`config.mk`:
```
export PLATFORM = sky130hd
export DESIGN_NAME = multiplicador_seq_param_flat
export DESIGN_NICKNAME = d
export VERILOG_FILES = /design/src/rtl/multiplicador_seq_param_pkg.sv /design/src/rtl/multiplicador_seq_param_if.sv /design/src/rtl/mult_sign_adj.sv /design/src/rtl/multiplicador_seq_param.sv /design/src/flat_wrapper.sv
export SDC_FILE = /design/constraint.sdc
export NUM_CORES = 1
export LEC_CHECK = 0
export ABC_AREA = 1
export CORE_MARGIN = 1
export CORE_UTILIZATION = 45
export CTS_CLUSTER_SIZE = 30
export DETAILED_ROUTE_END_ITERATION = 7
export HOLD_SLACK_MARGIN = 0.12
export REMOVE_ABC_BUFFERS = 1
export SKIP_CTS_REPAIR_TIMING = 1
export SLEW_MARGIN = 10
export SYNTH_ARGS = -nofsm -noshare
export SYNTH_HDL_FRONTEND = slang
export SYNTH_SLANG_ARGS = --single-unit
```
`constraint.sdc`:
```
create_clock -name Clk -period 2.8 [get_ports Clk]
set_input_delay 0.28 -clock Clk [delete_from_list [all_inputs] [get_ports Clk]]
set_output_delay 0.28 -clock Clk [all_outputs]
set_load 0.02 [all_outputs]
```
`src/rtl/multiplicador_seq_param_pkg.sv`:
```
// Shared constants for the sequential shift-add multiplier: FSM encodings,
// the default operand width and a constant log2 helper for counter sizing.
package multiplicador_seq_param_pkg;

  localparam int DEFAULT_WIDTH = 16;

  localparam logic [1:0] ST_IDLE = 2'd0;
  localparam logic [1:0] ST_CALC = 2'd1;
  localparam logic [1:0] ST_DONE = 2'd2;

  // Ceiling log2, usable in constant expressions (value >= 1).
  function automatic int clog2(input int value);
    int result;
    result = 0;
    for (int i = 0; i < 31; i++) begin
      if ((64'd1 << i) < 64'(value)) begin
        result = i + 1;
      end
    end
    return result;
  endfunction

endpackage

```
`src/rtl/multiplicador_seq_param_if.sv`:
```
// Request/result bundle between the control unit (master) and the
// multiplier (slave). Operands and Signed are sampled together with St.
interface multiplicador_seq_param_if
  import multiplicador_seq_param_pkg::*;
#(
  parameter int WIDTH = DEFAULT_WIDTH
) ();

  logic                 St;
  logic                 Signed;
  logic [WIDTH-1:0]     Multiplicando;
  logic [WIDTH-1:0]     Multiplicador;
  logic                 Done;
  logic                 Idle;
  logic [2*WIDTH-1:0]   Produto;

  modport master (
    output St, Signed, Multiplicando, Multiplicador,
    input  Done, Idle, Produto
  );

  modport slave (
    input  St, Signed, Multiplicando, Multiplicador,
    output Done, Idle, Produto
  );

endinterface

```
`src/rtl/mult_sign_adj.sv`:
```
// Conditional two's-complement negate. Used as |x| on operand entry
// (negate_i = signed mode and sign bit) and as the final product negate.
// Negating zero yields zero, so no -0 artefact can appear.
module mult_sign_adj #(
  parameter int W = 16
) (
  input  logic [W-1:0] value_i,
  input  logic         negate_i,
  output logic [W-1:0] value_o
);

  assign value_o = negate_i ? (~value_i + W'(1)) : value_i;

endmodule

```
`src/rtl/multiplicador_seq_param.sv`:
```
// Sequential shift-add multiplier, WIDTH x WIDTH -> 2*WIDTH, signed or
// unsigned per operation. Works on magnitudes and applies the sign once
// at the end. With EARLY_EXIT the CALC phase stops as soon as no set
// multiplier bits remain. Done/Produto are registered out of the DONE state.
module multiplicador_seq_param
  import multiplicador_seq_param_pkg::*;
#(
  parameter int WIDTH      = DEFAULT_WIDTH,
  parameter bit EARLY_EXIT = 1'b0
) (
  input  logic Clk,
  input  logic Rst,
  multiplicador_seq_param_if.slave bus
);

  localparam int CW = clog2(WIDTH + 1);
  localparam int PW = 2 * WIDTH;

  logic [1:0]       state_q,   state_d;
  logic [CW-1:0]    count_q,   count_d;
  logic [WIDTH-1:0] mcand_q,   mcand_d;
  logic [WIDTH-1:0] mreg_q,    mreg_d;
  logic [PW-1:0]    acc_q,     acc_d;
  logic [PW-1:0]    produto_q, produto_d;
  logic             neg_q,     neg_d;
  logic             done_q,    done_d;

  logic [WIDTH-1:0] mag_a;
  logic [WIDTH-1:0] mag_b;
  logic [PW-1:0]    acc_signed;
  logic [WIDTH-1:0] mreg_shift;
  logic             last_step;

  // Operand magnitudes are taken only in signed mode with the sign bit set.
  mult_sign_adj #(.W(WIDTH)) u_abs_a (
    .value_i  (bus.Multiplicando),
    .negate_i (bus.Signed & bus.Multiplicando[WIDTH-1]),
    .value_o  (mag_a)
  );

  mult_sign_adj #(.W(WIDTH)) u_abs_b (
    .value_i  (bus.Multiplicador),
    .negate_i (bus.Signed & bus.Multiplicador[WIDTH-1]),
    .value_o  (mag_b)
  );

  // Final sign fix-up of the unsigned accumulator.
  mult_sign_adj #(.W(PW)) u_neg_p (
    .value_i  (acc_q),
    .negate_i (neg_q),
    .value_o  (acc_signed)
  );

  assign mreg_shift = mreg_q >> 1;

  // The WIDTH-th step always ends CALC; with EARLY_EXIT an exhausted
  // multiplier ends it sooner.
  assign last_step = (count_q == CW'(WIDTH - 1)) ||
                     (EARLY_EXIT && (mreg_shift == '0));

  // Next-state, datapath and output-register computation.
  always_comb begin
    // NOTE: every *_d starts from its flop value so no path leaves it unassigned (no latches).
    state_d   = state_q;
    count_d   = count_q;
    mcand_d   = mcand_q;
    mreg_d    = mreg_q;
    acc_d     = acc_q;
    produto_d = produto_q;
    neg_d     = neg_q;
    done_d    = 1'b0;

    case (state_q)
      ST_IDLE: begin
        if (bus.St) begin
          mcand_d = mag_a;
          mreg_d  = mag_b;
          neg_d   = bus.Signed &
                    (bus.Multiplicando[WIDTH-1] ^ bus.Multiplicador[WIDTH-1]);
          count_d = '0;
          acc_d   = '0;
          state_d = ST_CALC;
        end
      end

      ST_CALC: begin
        if (mreg_q[0]) begin
          acc_d = acc_q + ({{WIDTH{1'b0}}, mcand_q} << count_q);
        end
        mreg_d  = mreg_shift;
        count_d = count_q + CW'(1);
        if (last_step) begin
          state_d = ST_DONE;
        end
      end

      ST_DONE: begin
        produto_d = acc_signed;
        done_d    = 1'b1;
        state_d   = ST_IDLE;
      end

      default: begin
        state_d = ST_IDLE;
      end
    endcase
  end

  // State registers with synchronous reset taking priority over St.
  always_ff @(posedge Clk) begin
    if (Rst) begin
      state_q   <= ST_IDLE;
      count_q   <= '0;
      mcand_q   <= '0;
      mreg_q    <= '0;
      acc_q     <= '0;
      produto_q <= '0;
      neg_q     <= 1'b0;
      done_q    <= 1'b0;
    end else begin
      // NOTE: non-blocking so every flop samples the pre-edge values of the others.
      state_q   <= state_d;
      count_q   <= count_d;
      mcand_q   <= mcand_d;
      mreg_q    <= mreg_d;
      acc_q     <= acc_d;
      produto_q <= produto_d;
      neg_q     <= neg_d;
      done_q    <= done_d;
    end
  end

  assign bus.Done    = done_q;
  assign bus.Idle    = (state_q == ST_IDLE);
  assign bus.Produto = produto_q;

endmodule

```
`src/flat_wrapper.sv`:
```
// flat-port wrapper written by rule: the top's interface ports become plain ports
module multiplicador_seq_param_flat import multiplicador_seq_param_pkg::*;
#(
  parameter int WIDTH      = DEFAULT_WIDTH,
  parameter bit EARLY_EXIT = 1'b0
)
  (Clk, Rst, bus_St, bus_Signed, bus_Multiplicando, bus_Multiplicador, bus_Done, bus_Idle, bus_Produto);
  multiplicador_seq_param_if #(.WIDTH(WIDTH)) bus_i ();
  input  logic Clk;
  input  logic Rst;
  input wire logic [$bits(bus_i.St)-1:0] bus_St;
  input wire logic [$bits(bus_i.Signed)-1:0] bus_Signed;
  input wire logic [$bits(bus_i.Multiplicando)-1:0] bus_Multiplicando;
  input wire logic [$bits(bus_i.Multiplicador)-1:0] bus_Multiplicador;
  output wire logic [$bits(bus_i.Done)-1:0] bus_Done;
  output wire logic [$bits(bus_i.Idle)-1:0] bus_Idle;
  output wire logic [$bits(bus_i.Produto)-1:0] bus_Produto;
  assign bus_i.St = bus_St;
  assign bus_i.Signed = bus_Signed;
  assign bus_i.Multiplicando = bus_Multiplicando;
  assign bus_i.Multiplicador = bus_Multiplicador;
  assign bus_Done = bus_i.Done;
  assign bus_Idle = bus_i.Idle;
  assign bus_Produto = bus_i.Produto;
  multiplicador_seq_param #(.WIDTH(WIDTH), .EARLY_EXIT(EARLY_EXIT)) u_core (.Clk(Clk), .Rst(Rst), .bus(bus_i));
endmodule
```
==> key figures <==
Drt
  – Total vias in the final route: ~9600
  – Via density: between 5 and 6
  – Routed wire length: approximately 27 mm
  – Initial DRC count: around 530
  – Detailed-route DRC error count: 12
  – WL per Instance: about 15 microns
  – DRT antenna net count: 0
  – TritonRoute pass-1 iters: 8

Setup path
  – Top cell by count, worst path: nand2_2
  – Worst path cell trace: buf_6, nand2_2, nand2_2, inv_2, nand2_2, o21ai_2, buf_4, o21ai_4, o21ai_2, nor2_1, ha_1, buf_4, nand2_4, o21ai_1, a21oi_1, nand2_2, or2_2, nand3_1, a21oi_1
  – Crit-path slowest cell: dfxtp_4
  – Required time of the critical path: between 3000 and 4000 ps
  – Worst setup path start: u_core.count_q[0]
  – CP Launch Type: flip-flop
  – WS Path Type: reg2reg
  – CP Data Arrival Time: 3110 ps
  – CP max FO: 5
  – RR Startpoint: u_core.count_q[0]
  – Critical path endpoint category: flip-flop
  – CP max stage delay: 390 ps

Synth
  – YS warnings: 0
  – Mapped Area: 8350 sq um
  – Post-synth EDFFs: 0
  – Synth cell count leaders: nand2_1 (375), nor2_1 (150), inv_1 (149)
  – Most common cell in the netlist: nand2_1
  – Post-synth ARST share: 0%
  – Post-synth cell types: 48
  – Top_reg_cell synth: dfxtp_1
  – Area contributors post-synth: dfxtp_1 (25%), nand2_1 (17%), a21oi_1 (7.1%), nor2_1 (6.7%), inv_1 (6.7%)
  – Synth top area share: around a quarter
  – Sequential share of the synthesized area: roughly a quarter
  – Post-Syn Instances: ~1400
  – Yosys reg bits: 105
  – Leading area contributor after synthesis: dfxtp_1
  – Syn_area_per_cell: approximately 6.0 sq um

Place
  – Placed cells: roughly 1800
  – RePlAce Congestion: between 0.9 and 1
  – DPL Wire Length: roughly 20 mm
  – # port buffers: 69

STA
  – Final Max Tran Viols: 0
  – Finish-stage setup viols: 3
  – Crit path time final: about 2900 ps
  – Final worst slack: -88.8 ps
  – Final Hold Slack: between 400 and 500 ps
  – Clock skew: 14.6 ps
  – Hold Fails Final Rpt: 0
  – Max Fclk: ~350 MHz
  – Slew margin rel.: between 30% and 40%
  – RSZ-0062 raised after global routing: true
  – Final Cycle Share: 103%
  – Worst-Margin Slew: approximately 930 ps

Power and ir drop
  – Psw: between 1 and 1.5 mW
  – Reg power frac: between 30% and 40%
  – Pwr dens: ~340 nW/um^2
  – Net Sw Frac: 31.2%
  – Leak pwr: about 5.2 nW
  – Pwr Total: between 3 and 4 mW
  – Int Power: ~2.7 mW
  – Peak supply drop: ~300 uV
  – Comb power frac: 25.7%
  – Clock network power share: around 35%

CTS
  – Worst-Skew Late Latency: around 370 ps
  – Clk slew on worst S/H paths: 80 ps
  – Root Buffer: clkbuf_16
  – H-tree depth: 3
  – Clk buf depth: 2
  – CTS tree: built
  – Total CTS buffers: 9
  – Sink Count: between 100 and 150

Global route
  – Global-route wire length before repair: 42.3 mm
  – Grt ovf: 0
  – Vias in the first global route: 8486
  – Largest net degree at the start of global routing: 64
  – Initial antenna violation count: 0
  – Total GRT Usage: roughly 28%

Final layout
  – Net count reported at finish: 1641
  – Non-filler cells, final: 1802
  – Area Overhead vs Synth: 38.9%
  – N_diodes: 0
  – Layout cell share with drive strength beyond 1: between 20% and 30%
  – Fillcell total: around 1700
  – Multi-input gate area: between 6000 and 7000 sq um
  – Register area: roughly 2100 sq um

Status
  – Failing checks: design-rule violations, negative setup slack
  – Status: complete, but fails checks

Min path
  – Worst Hold Launch: u_core.mreg_q[15]
  – Hold Path Class: reg2reg

Floorplanning
  – Die H: between 100 and 150 microns
  – # rows: about 50
  – Ports: 70
  – Die W: 138 microns
  – Initial Utilization: 46.2%
  – Die area: about 19000 sq um
  – Core Box Area: between 15000 and 20000 sq um

Job
  – Max-Cap Viols: 0
## worst max-delay path: cells and delay by family, from the launching register on
family	cells	cell delay, ps
buffers and inverters	4	490
AOI/OAI and AO/OA	6	720
DFF	1	390
and+or+nand+nor	8	860
adders and majority gates	1	270
## power groups by stage
stage / registers (mW) / clock network [mW] / logic (mW)
2_1_floorplan: 1.61 / 0 / 0.459
3_3_place_gp: 1.61 / 0 / 0.833
3_5_place_dp: 1.61 / 0 / 0.835
4_1_cts: 1.58 / 1.40 / 0.839
5_1_grt: 1.59 / 1.45 / 1.12
6_report: 1.58 / 1.38 / 1.03
## cells by family (layout without fill, tap and decap cells)
| group | after synthesis | in the layout | synth area share [%] |
|---|---|---|---|
| buffers and inverters | 212 | 397 | 10.3 |
| AOI/OAI and AO/OA | 294 | 294 | 19.8 |
| DFF | 105 | 105 | 25.2 |
| adders and majority gates | 37 | 37 | 5.63 |
| and+or+nand+nor | 719 | 719 | 36.8 |
| xor gates and xnor gates | 21 | 21 | 2.20 |
## cells in the final DEF, fill, tap and decap left out, types with 8 or more instances in the layout
cell type / n
ha_1: 15
nand2_4: 15
nor3_2: 12
a21oi_2: 17
a31oi_1: 12
ha_4: 20
a21oi_1: 98
o21ai_2: 21
nor2_1: 121
inv_2: 19
inv_1: 140
buf_4: 140
o21ai_1: 16
o21ai_0: 65
nor2_4: 14
nand4_1: 17
nand2_1: 315
nor3_1: 9
nand3_1: 101
clkdlybuf4s50_1: 68
nand3b_1: 8
nor2_2: 24
xor2_1: 19
nand2_2: 57
dfxtp_1: 103
o221ai_1: 10
clkbuf_16: 9
## final cells by class
class / instances / area share (%)
Sequential cell: 105 / 18.2
Tap cell: 229 / 2.47
Clock buffer: 13 / 2.33
Timing Repair Buffer: 218 / 15.7
Clock inverter: 3 / 0.399
Multi-Input combinational cell: 1071 / 55.6
Inverter: 163 / 5.34
## per-layer routing
metal | global-route usage [%] | vias to the layer above | share of wire (%) | wire, microns
met4 | 9.40 | 0 | 2.3 | 641
met2 | 48.2 | 264 | 48 | 13100
met3 | 2.74 | 40 | 4.7 | 1280
li1 | - | 4957 | - | -
met5 | 0 | - | 0 | 0
met1 | 35.4 | 4329 | 45 | 12400
## through the flow
| step | util, % | cell area [sq um] | setup slack, ps | TNS [ps] |
|---|---|---|---|---|
| after global placement | 55.7 | 10100 | -321 | -3920 |
| after CTS | 57.4 | 10400 | -321 | -4130 |
| final | 64.2 | 11600 | -88.8 | -139 |
| after global routing | 64.2 | 11600 | -190 | -1800 |
| after detailed placement | 55.7 | 10100 | -285 | -3380 |
| after floorplan | - | 8100 | -119 | -418 |
## registers in the layout, indices dropped and copies added, names as in the netlist
register and count:
u_core.count_q 5, u_core.mreg_q 16, u_core.neg_q 1, u_core.bus.Produto 32, u_core.acc_q 32, u_core.state_q 2, u_core.mcand_q 16, u_core.bus.Done 1
## final timing paths
path / end / slack [ps] / depth (start not counted)
worst max-delay path: u_core.acc_q[14] / -90 / 19
worst min-delay path: u_core.mreg_q[15] / 470 / 2
worst max register to register: u_core.acc_q[14] / -90 / 19
worst min register to register: u_core.mreg_q[15] / 470 / 2
Power figures use the tool's default switching activity.
